--- src/rtl/debug_mem_arbiter_pkg.sv ---
// Shared debug package: arbiter state encodings, default starvation limit and
// the debug operation codes used by the debug transport.
package debug_mem_arbiter_pkg;

   typedef enum logic [1:0] {
      IDLE  = 2'd0,
      PEND  = 2'd1,
      RDATA = 2'd2
   } arb_state_e;

   localparam int unsigned STARVE_MAX_DEF = 8;

   localparam logic [1:0] DEBUGOP_NOP   = 2'd0;
   localparam logic [1:0] DEBUGOP_READ  = 2'd1;
   localparam logic [1:0] DEBUGOP_WRITE = 2'd2;

   // Bits needed to hold 0..max_val; never less than one bit.
   function automatic int unsigned cnt_width(input int unsigned max_val);
      return (max_val < 1) ? 1 : $clog2(max_val + 1);
   endfunction

endpackage

--- src/rtl/debug_mem_arbiter.sv ---
// Shares one memory port between the core and the debug module. The debug
// side waits for an idle core cycle, or preempts the core once starved.
//
// state | meaning
// IDLE  | core owns memory, waiting for a debug request
// PEND  | debug request latched, waiting for an idle core cycle or starvation
// RDATA | granted read in flight, capture mem_rdata this cycle
module debug_mem_arbiter
   import debug_mem_arbiter_pkg::*;
#(
   parameter int unsigned ADDR_W     = 32,
   parameter int unsigned DATA_W     = 32,
   parameter int unsigned STARVE_MAX = STARVE_MAX_DEF
) (
   input  logic              cpu_clk,
   input  logic              cpu_rstn,

   input  logic              dbg_ce,
   input  logic              dbg_we,
   input  logic [ADDR_W-1:0] dbg_addr,
   input  logic [DATA_W-1:0] dbg_wdata,
   output logic [DATA_W-1:0] dbg_rdata,
   output logic              dbg_rvalid,
   output logic              dbg_busy,
   output logic              dbg_overrun,

   input  logic              core_ce,
   input  logic              core_we,
   input  logic [ADDR_W-1:0] core_addr,
   input  logic [DATA_W-1:0] core_wdata,
   output logic [DATA_W-1:0] core_rdata,
   output logic              core_stall,

   output logic              mem_ce,
   output logic              mem_we,
   output logic [ADDR_W-1:0] mem_addr,
   output logic [DATA_W-1:0] mem_wdata,
   input  logic [DATA_W-1:0] mem_rdata
);

   localparam int unsigned CNT_W = cnt_width(STARVE_MAX);

   arb_state_e        state_q, state_d;
   logic [CNT_W-1:0]  starve_tmr_q, starve_tmr_d;
   logic              req_we_q, req_we_d;
   logic [ADDR_W-1:0] req_addr_q, req_addr_d;
   logic [DATA_W-1:0] req_wdata_q, req_wdata_d;
   logic [DATA_W-1:0] dbg_rdata_q, dbg_rdata_d;
   logic              dbg_rvalid_q, dbg_rvalid_d;
   logic              dbg_overrun_q, dbg_overrun_d;
   logic              grant;

   always_ff @(posedge cpu_clk or negedge cpu_rstn) begin
      if (!cpu_rstn) begin
         state_q       <= IDLE;
         starve_tmr_q  <= '0;
         req_we_q      <= 1'b0;
         req_addr_q    <= '0;
         req_wdata_q   <= '0;
         dbg_rdata_q   <= '0;
         dbg_rvalid_q  <= 1'b0;
         dbg_overrun_q <= 1'b0;
      end else begin
         state_q       <= state_d;
         starve_tmr_q  <= starve_tmr_d;
         req_we_q      <= req_we_d;
         req_addr_q    <= req_addr_d;
         req_wdata_q   <= req_wdata_d;
         dbg_rdata_q   <= dbg_rdata_d;
         dbg_rvalid_q  <= dbg_rvalid_d;
         dbg_overrun_q <= dbg_overrun_d;
      end
   end

   // The starvation timer counts down from STARVE_MAX; reaching zero forces the grant.
   always_comb begin
      state_d       = state_q;
      starve_tmr_d  = starve_tmr_q;
      req_we_d      = req_we_q;
      req_addr_d    = req_addr_q;
      req_wdata_d   = req_wdata_q;
      dbg_rdata_d   = dbg_rdata_q;
      dbg_rvalid_d  = 1'b0;
      dbg_overrun_d = dbg_overrun_q;
      grant         = 1'b0;
      mem_ce        = core_ce;
      mem_we        = core_we;
      mem_addr      = core_addr;
      mem_wdata     = core_wdata;
      core_stall    = 1'b0;

      case (state_q)
         IDLE: begin
            if (dbg_ce) begin
               req_we_d      = dbg_we;
               req_addr_d    = dbg_addr;
               req_wdata_d   = dbg_wdata;
               starve_tmr_d  = CNT_W'(STARVE_MAX);
               dbg_overrun_d = 1'b0;
               state_d       = PEND;
            end
         end
         PEND: begin
            grant = !core_ce || (starve_tmr_q == '0);
            if (grant) begin
               mem_ce     = 1'b1;
               mem_we     = req_we_q;
               mem_addr   = req_addr_q;
               mem_wdata  = req_wdata_q;
               core_stall = core_ce;
               state_d    = req_we_q ? IDLE : RDATA;
            end else begin
               starve_tmr_d = starve_tmr_q - 1'b1;
            end
         end
         RDATA: begin
            dbg_rdata_d  = mem_rdata;
            dbg_rvalid_d = 1'b1;
            state_d      = IDLE;
         end
         default: state_d = IDLE;
      endcase

      // A strobe arriving while a request is outstanding is dropped, never latched.
      if (dbg_ce && (state_q != IDLE)) dbg_overrun_d = 1'b1;
   end

   assign dbg_busy    = (state_q != IDLE);
   assign dbg_rdata   = dbg_rdata_q;
   assign dbg_rvalid  = dbg_rvalid_q;
   assign dbg_overrun = dbg_overrun_q;
   assign core_rdata  = mem_rdata;

endmodule

--- config.mk ---
export PLATFORM = sky130hd
export DESIGN_NAME = debug_mem_arbiter
export DESIGN_NICKNAME = d
export VERILOG_FILES = /design/src/rtl/debug_mem_arbiter_pkg.sv /design/src/rtl/debug_mem_arbiter.sv
export SDC_FILE = /design/constraint.sdc
export NUM_CORES = 1
export LEC_CHECK = 0
export CORE_MARGIN = 5
export CORE_UTILIZATION = 30
export DETAILED_ROUTE_END_ITERATION = 6
export GPL_TIMING_DRIVEN = 0
export PLACE_DENSITY = 0.73
export SETUP_SLACK_MARGIN = 0.05
export SKIP_LAST_GASP = 1
export SLEW_MARGIN = 20
export SYNTH_ARGS = -nofsm -noshare
export SYNTH_HDL_FRONTEND = slang
export SYNTH_SLANG_ARGS = --single-unit
export TNS_END_PERCENT = 1
--- constraint.sdc ---
create_clock -name cpu_clk -period 3.8 [get_ports cpu_clk]
set_input_delay 0.76 -clock cpu_clk [delete_from_list [all_inputs] [get_ports cpu_clk]]
set_output_delay 0.76 -clock cpu_clk [all_outputs]
set_load 0.02 [all_outputs]
==> out/qor.yml, run 1 <==
regToRegStartpoint: "starve_tmr_q[0]"
crit_path_start_kind: "register"
coreArea_mm2: 0.01724
fin_setup_tns_ns: 0
initialDrtViolationCount: 135
p_comb_share_pct: 53.1
antenna_found_initial: 0
drt-vias-per-instance: 4.274
crit_start: "starve_tmr_q[0]"
ys_seq_elements: 105
avgSynthCellArea_um2: 10.79
slew_headroom_pct: 64.08
synth_xor_area_share_pct: 0
crit_type: "reg -> out"
hold_violations: 0
ys_seq_area_share_pct: 50.01
synth_cell_type_count: 29
rsz0062_at_grt: "yes"
multi_input_area_mm2: 0.002191
finalPower_mw: 6.090
grt_pass1_wl_mm: 25.16
synth-simple-area-share_pct: 16.27
pin_count: 300
peakVddDrop_uv: 368.3
most-common-layout-cells: "clkdlybuf4s50_1 (297), nand2_1 (198), dfrtp_1 (105), mux2_2 (58), mux2_4 (39)"
r2r_slack_ns: 1.92
fill_cells: 1578
design_area_mm2: 0.008843
synth_compound_area_share_pct: 1.000
post-route-util_pct: 51.31
die_x_um: 142.3
maxCapViolations: 0
synth_area_mm2: 0.005254
critPathCaptureType: "output pin"
start_util_pct: 30.48
p_clk_share_pct: 14.5
wl_met2_mm: 8.428
crit_fanout: 10
wl_met1_mm: 6.652
num_rows: 48
numCtsBuffers: 9
synth_top_family_by_area: "multiplexers"
grt_overflow: 0
nNetsFinal: 966
grtUsageTotal_pct: 15.89
die-area_mm2: 0.02026
worst_pin_slew_ns: 0.5388
switchingPower_mw: 2.247
cts.sinks: 105
clkSlewWorstSetupHoldPaths_ns: 0.07
setup_violations: 0
grt_max_degree: 75
muxShareOfSynthArea_pct: 23.96
async_flop_share_pct: 100.0
ys_warn_count: 0
final-seq-area_mm2: 0.002628
powerDensity_mw_per_mm2: 688.6
avgRoutedWirePerCell_um: 16.00
insertion_delay_ns: 0.34
synth_edf_count: 0
slew_violations: 0
vias: 4394
drt_drc_violations_left: 0
io_buffers: 299
htreeDepth: 3
stdcell_count: 1028
drive_gt1_share_pct: 20.30
cp.required_ns: 3.04
clock-root-buffer: "clkbuf_16"
holdCritPathClass: "in -> async"
reg2reg_depth: 7
place_area_mm2: 0.008557
power_leakage_nw: 4.008
layout_commonest_cell: "clkdlybuf4s50_1"
fin_skew_ns: 0.003696
seqPwrFrac_pct: 32.3
cts_buffer_depth: 2
wl_met3_mm: 1.059
drt_pass1_iterations: 6
period_needed_ns: 3.649
dp_cells: 1012
p_sw_share_pct: 36.89
period_share_pct: 96.03
synthAdderAreaFrac_pct: 0.4763
hpwl_mm: 13.07
fmax_ghz: 0.2740
routed.top_layer: "met4"
synthCells: 487
cts_tree: "built"
internal_power_mw: 3.843
grt_pass1_vias: 4620
place.gp.congestion: 0.8207
area_growth_pct: 68.33
crit_arrival_ns: 2.89
detail-route-antenna-nets: 0
die_h_um: 142.3
diodes: 0
synth_top_flop_cell: "dfrtp_1"
routed_wl_mm: 16.45
rr_endpoint: "state_q[1]"
synth_fp_nets: 655
status: "complete, no violations"
==> what timing repair did <==
| action | CTS | global route |
|---|---|---|
| resized for setup | 0 | 1 |
| buffers inserted | 0 | 0 |
| endpoints found under the setup margin | 0 | 35 |
| hold buffers | 0 | 0 |
==> worst max path at each step <==
stage,endpoint,slack (ns),cells after the start
global placement,req_wdata_q[17],-2.22,1
detailed placement,mem_addr[29],0.19,6
floorplan,mem_addr[0],1.20,7
global route,mem_addr[29],0.02,8
CTS,mem_addr[29],0.1,8
finish,mem_addr[23],0.15,8
==> through the flow <==
stage          hold WS [ns]  setup WS (ns)
5_1_grt              0.2932        0.02401
4_1_cts              0.2880        0.09564
3_3_place_gp         0.4560         -2.223
3_5_place_dp         0.4612         0.1855
6_report             0.2921         0.1507
2_1_floorplan        0.4188          1.204
==> critical path, cell delays in order, from the launching register on <==
cell	delay (ns)
dfrtp_1	0.41
inv_1	0.09
ha_1	0.16
or3b_4	0.42
a21oi_4	0.21
buf_8	0.22
buf_12	0.17
mux2_4	0.30
clkdlybuf4s50_1	0.57
==> cell type report <==
class                      count  share of cell area [%]
sequential                   105                   29.71
clock buffer                  12                   2.900
clock inverter                 4                  0.3113
tap                          225                   3.183
multi-input combinational    322                   24.77
timing repair buffer         300                   34.20
buffer                        58                   4.839
inverter                       2                 0.08489
==> cells in the mapped netlist (all sizes together) (2+ instances only) <==
cell / count / area share [%]
mux2i: 2 / 0.38
nor2b: 4 / 0.48
inv: 2 / 0.14
mux2: 97 / 24
nand2: 198 / 14
nand2b: 3 / 0.36
dfrtp: 105 / 50
nor2: 3 / 0.21
ha: 2 / 0.48
clkbuf: 8 / 0.57
or3b: 2 / 0.38
buf: 50 / 7.6
==> state kept, by name, indices dropped and copies added, names as in the netlist <==
register	cells
dbg_rdata	32
req_addr_q	32
req_wdata_q	32
starve_tmr_q	4
state_q	2
dbg_overrun	1
dbg_rvalid	1
req_we_q	1
==> per-layer routing <==
metal  vias to the layer above  global-route usage (%)
li1                       2162                       -
met1                      2067                   19.09
met2                       148                   27.90
met3                        17                   4.469
met4                         0                   4.452
met5                         -                       0
==> kinds of logic after synthesis <==
group	after synthesis
adders and majority gates	2
buffers and inverters	60
DFF	105
and+or+nand+nor	216
AOI/OAI and AO/OA	5
muxes	99
==> power groups by stage <==
stage,sequential [mW],combinational (mW),clock [mW]
6_report,1.97,3.23,0.886
5_1_grt,2.04,3.49,0.971
4_1_cts,1.97,3.30,0.927
3_5_place_dp,1.99,3.29,0
3_3_place_gp,1.98,3.23,0
2_1_floorplan,2.13,1.71,0
Power figures use the tool's default switching activity.
==> run 2, diff against run 1 <==
--- a/config.mk
+++ b/config.mk
@@ -16,4 +16,3 @@
 export SYNTH_ARGS = -nofsm -noshare
 export SYNTH_HDL_FRONTEND = slang
 export SYNTH_SLANG_ARGS = --single-unit
-export TNS_END_PERCENT = 1
==> run 2 against run 1 <==
  * Register-to-register slack hardly changed
  * Non-clock buffer count stayed put
  * Count of clock-buffer cells in the layout unchanged
  * Critical path depth is the same
  * Via count barely moved
  * First-iteration DRC count increased by 8.1%
  * Critical path type unchanged
==> out/qor.yml, run 2 (synthesis results as in run 1) <==
status: "complete, no violations"
crit_path_frequent_cell: "buf_12"
cts.sinks: 105
hold_violations: 0
crit_start: "starve_tmr_q[0]"
place.gp.congestion: 0.8207
layout_commonest_cell: "clkdlybuf4s50_1"
cts_resized: 0
num_rows: 48
crit_path_start_kind: "register"
coreArea_mm2: 0.01724
cts_setup_buffers: 0
slew_headroom_pct: 64.49
drive_gt1_share_pct: 20.30
most-common-layout-cells: "clkdlybuf4s50_1 (266), nand2_1 (198), dfrtp_1 (105), mux2_2 (58), mux2_4 (39)"
cp_cell_sequence: "inv_1, ha_1, or3b_4, a21oi_4, buf_12, buf_12, mux2_4, clkdlybuf4s50_1"
vias: 4398
setup_violations: 0
pin_count: 300
grt_pass1_wl_mm: 25.16
critPathCaptureType: "output pin"
clock-root-buffer: "clkbuf_16"
routed_wl_mm: 16.59
holdCritPathClass: "in -> async"
crit_fanout: 10
drt_pass1_iterations: 6
peakVddDrop_uv: 385.2
grt_max_degree: 75
rr_endpoint: "req_addr_q[20]"
reg2reg_depth: 5
die-area_mm2: 0.02026
cpMaxStageDelayCell: "clkdlybuf4s50_1"
slew_violations: 0
drt-vias-per-instance: 4.278
r2r_slack_ns: 1.93
antenna_found_initial: 0
crit_end: "mem_addr[28]"
numCtsBuffers: 9
gr-usage-met2_pct: 27.90
met3_usage_pct: 4.469
detail-route-antenna-nets: 0
power_leakage_nw: 4.307
fin_skew_ns: 0.003852
initialDrtViolationCount: 146
cp.required_ns: 3.04
cpPeakStageDelay_ns: 0.54
crit_arrival_ns: 2.84
start_util_pct: 30.48
insertion_delay_ns: 0.34
hpwl_mm: 13.07
gr-max-usage-layer: "met2"
avgRoutedWirePerCell_um: 16.14
powerDensity_mw_per_mm2: 680.8
cts_buffer_depth: 2
crit_type: "reg -> out"
cts_tree: "built"
die_x_um: 142.3
rsz0062_at_grt: "no"
period_share_pct: 94.81
drt_drc_violations_left: 0
regToRegStartpoint: "state_q[0]"
design_area_mm2: 0.008926
grt_pass1_vias: 4620
maxCapViolations: 0
clkSlewWorstSetupHoldPaths_ns: 0.07
grt_overflow: 0
ctsHoldBuffers: 0
area_growth_pct: 69.90
nNetsFinal: 966
htreeDepth: 3
place_area_mm2: 0.008557
whs_ns: 0.2934
use_met1_pct: 19.09
die_h_um: 142.3
fmax_ghz: 0.2776
io_buffers: 299
diodes: 0
grtUsageTotal_pct: 15.89
worst_pin_slew_ns: 0.5326
period_needed_ns: 3.603
run 2: cell types whose count changed in the layout (fill, tap and decap cells not counted), sizes merged:
cell	delta
clkdlybuf4s50	-31
dlymetal6s2s	+31
run 2: critical path, delay by kind of cell (launching register included):
kind,cells,cell delay (ns)
multiplexers,1,0.30
buffers and inverters,4,0.99
adder cells (fa/ha/maj),1,0.16
AND/OR/NAND/NOR,1,0.42
flip-flops,1,0.41
AO/OA/AOI/OAI,1,0.23
run 2: routing by layer:
layer	routed length [µm]	part of all wire (%)	vias to the layer above
li1	-	-	2161
met1	6648	40	2072
met2	8549	52	148
met3	1079	6.5	17
met4	312	1.9	0
met5	0	0	-
run 2: worst min-delay path by stage:
| stage | cells past startpoint | start | end |
|---|---|---|---|
| floorplan | 1 | req_we_q | state_q[1] |
| global placement | 2 | req_wdata_q[31] | req_wdata_q[31] |
| detailed placement | 2 | req_wdata_q[13] | req_wdata_q[13] |
| CTS | 1 | cpu_rstn | dbg_rdata[17] |
| global route | 1 | cpu_rstn | dbg_rdata[18] |
| finish | 1 | cpu_rstn | dbg_rdata[18] |
run 2: report_power, final:
group	internal, mW	total [mW]	switching [mW]
clock network	0.480	0.886	0.407
registers	1.66	1.97	0.308
logic	1.69	3.22	1.54
run 2: layout make-up:
| type | instances | area (µm²) |
|---|---|---|
| Fill cell | 1563 | 8310 |
| Timing Repair Buffer | 300 | 3102 |
| Sequential cell | 105 | 2628 |
| Multi-Input combinational cell | 322 | 2191 |
| Buffer | 58 | 432.9 |
| Tap cell | 225 | 281.5 |
| Clock buffer | 12 | 256.5 |
| Clock inverter | 4 | 27.53 |
| Inverter | 2 | 7.507 |
run 2: stage by stage:
step           setup TNS, ns  util, %  total power, mW  cells  setup WS, ns
6_report                   0    51.79            6.077   1028        0.1972
5_1_grt                    0    51.79            6.484   1028       0.06626
4_1_cts                    0    51.29            6.197   1028       0.09564
3_5_place_dp               0    49.64            5.277   1012        0.1855
3_3_place_gp         -232.31    49.48            5.211   1011        -2.223
2_1_floorplan              0        -            3.838    487         1.204
==> run 3, diff against run 2 <==
--- a/config.mk
+++ b/config.mk
@@ -5,11 +5,14 @@
 export SDC_FILE = /design/constraint.sdc
 export NUM_CORES = 1
 export LEC_CHECK = 0
+export ABC_CLOCK_PERIOD_IN_PS = 3800
+export CELL_PAD_IN_SITES_DETAIL_PLACEMENT = 0
+export CELL_PAD_IN_SITES_GLOBAL_PLACEMENT = 2
 export CORE_MARGIN = 5
-export CORE_UTILIZATION = 30
+export CORE_UTILIZATION = 24
 export DETAILED_ROUTE_END_ITERATION = 6
 export GPL_TIMING_DRIVEN = 0
-export PLACE_DENSITY = 0.73
+export PLACE_DENSITY = 0.94
 export SETUP_SLACK_MARGIN = 0.05
 export SKIP_LAST_GASP = 1
 export SLEW_MARGIN = 20
==> run 3 against run 2 <==
  * Global-route usage fell by 2.6 points
  * Critical path depth unchanged
  * Sequential power hardly changed
  * Via count down 1.9%
  * Fmax decreased by 0.56%
  * Routed wire length increased by 2.4%
  * Clock skew increased by 0.0078 ns
  * Non-clock buffer count is the same
  * Count of clock-buffer cells in the layout is 3 lower
  * Cell area increased by 0.13%
==> out/qor.yml, run 3 (synthesis results as in run 1) <==
status: "complete, no violations"
grtUsageTotal_pct: 13.27
slew_headroom_pct: 64.58
area_growth_pct: 70.11
period_share_pct: 95.34
ctsHoldBuffers: 0
detail-route-antenna-nets: 0
stdcell_count: 1082
die_x_um: 158.0
powerDensity_mw_per_mm2: 687.3
period_needed_ns: 3.623
cp.required_ns: 3.04
slew_violations: 0
crit_arrival_ns: 2.86
drive_gt1_share_pct: 20.22
die-area_mm2: 0.02495
grt_max_degree: 75
design_area_mm2: 0.008937
crit_type: "reg -> out"
antenna_found_initial: 1
num_rows: 54
numCtsBuffers: 9
rsz0062_at_grt: "no"
vias: 4313
fin_skew_ns: 0.01160
grt_pass1_wl_mm: 25.41
htreeDepth: 3
pin_count: 300
io_buffers: 299
hpwl_mm: 13.31
routed_wl_mm: 16.99
drt-vias-per-instance: 3.986
die_h_um: 158.0
critPathCaptureType: "output pin"
grt_overflow: 0
place.gp.congestion: 0.7545
clkSlewWorstSetupHoldPaths_ns: 0.08
pre_cts_ws_ns: 0.1990
layout_commonest_cell: "clkdlybuf4s50_1"
avgRoutedWirePerCell_um: 15.70
power_leakage_nw: 4.083
hold_violations: 0
insertion_delay_ns: 0.35
crit_family: "buffers and inverters"
coreArea_mm2: 0.02169
cp_num_buf_inv: 4
crit_path_start_kind: "register"
fin_setup_tns_ns: 0
setup_violations: 0
crit_fanout: 10
fmax_ghz: 0.2760
cpPeakStageDelay_ns: 0.54
drt_pass1_iterations: 4
clock-root-buffer: "clkbuf_16"
peakVddDrop_uv: 251.0
maxCapViolations: 0
cts.sinks: 105
holdCritPathClass: "in -> async"
setup_slack_ns: 0.1769
grt_pass1_vias: 4451
cp_cell_sequence: "inv_1, ha_1, or3b_4, a21oi_4, buf_8, buf_12, mux2_4, clkdlybuf4s50_1"
cts_tree: "built"
start_util_pct: 24.22
place_area_mm2: 0.008626
worst_pin_slew_ns: 0.5313
initialDrtViolationCount: 165
dp_cells: 1067
cpMaxStageDelayCell: "clkdlybuf4s50_1"
post-route-util_pct: 41.21
drt_drc_violations_left: 0
nNetsFinal: 966
cts_buffer_depth: 2
most-common-layout-cells: "clkdlybuf4s50_1 (290), nand2_1 (198), dfrtp_1 (105), mux2_2 (58), mux2_4 (39)"
run 3: through the flow:
step / power (mW) / hold slack, ns
6_report: 6.143 / 0.2788
2_1_floorplan: 3.838 / 0.4188
4_1_cts: 6.280 / 0.2779
3_5_place_dp: 5.293 / 0.4604
5_1_grt: 6.574 / 0.2918
3_3_place_gp: 5.244 / 0.4543
run 3: final cells by class:
cell class | count | area (µm²)
inverters | 2 | 7.507
fillers | 2064 | 12750
plain buffers | 58 | 427.9
flip-flops and latches | 105 | 2628
repair buffers | 300 | 3042
well taps | 280 | 350.3
diodes | 1 | 2.502
clock inverters | 5 | 63.81
multi-input cells | 322 | 2191
clock buffers | 9 | 225.2
run 3: power breakdown:
group          internal (mW)  switching, mW  leakage (nW)
Sequential              1.66          0.314          1.28
Clock                  0.512          0.432         0.139
Combinational           1.70           1.53          2.66
Total                   3.87           2.27          4.08
run 3: routing by layer:
metal / part of all wire, % / global-route usage (%)
met1: 42 / 16.68
met4: 1.3 / 4.468
met2: 50 / 22.78
met5: 0 / 0
met3: 6.4 / 2.734
run 3: path summary, 6_finish.rpt:
| check | startpoint | end | slack (ns) | cells past startpoint |
|---|---|---|---|---|
| max | starve_tmr_q[0] | mem_addr[13] | 0.18 | 8 |
| min | cpu_rstn | dbg_rdata[15] | 0.28 | 1 |
| max reg2reg | state_q[0] | req_we_q | 1.80 | 5 |
| min reg2reg | req_we_q | state_q[1] | 0.47 | 1 |
| max in group asynchronous | cpu_rstn | req_wdata_q[13] | 2.81 | 2 |
| min in group cpu_clk | req_we_q | state_q[1] | 0.47 | 1 |
run 3: what timing repair did:
| action | CTS | global route |
|---|---|---|
| buffers inserted | 0 | 0 |
| gates resized for setup | 0 | 8 |
| setup endpoints to repair | 0 | 8 |
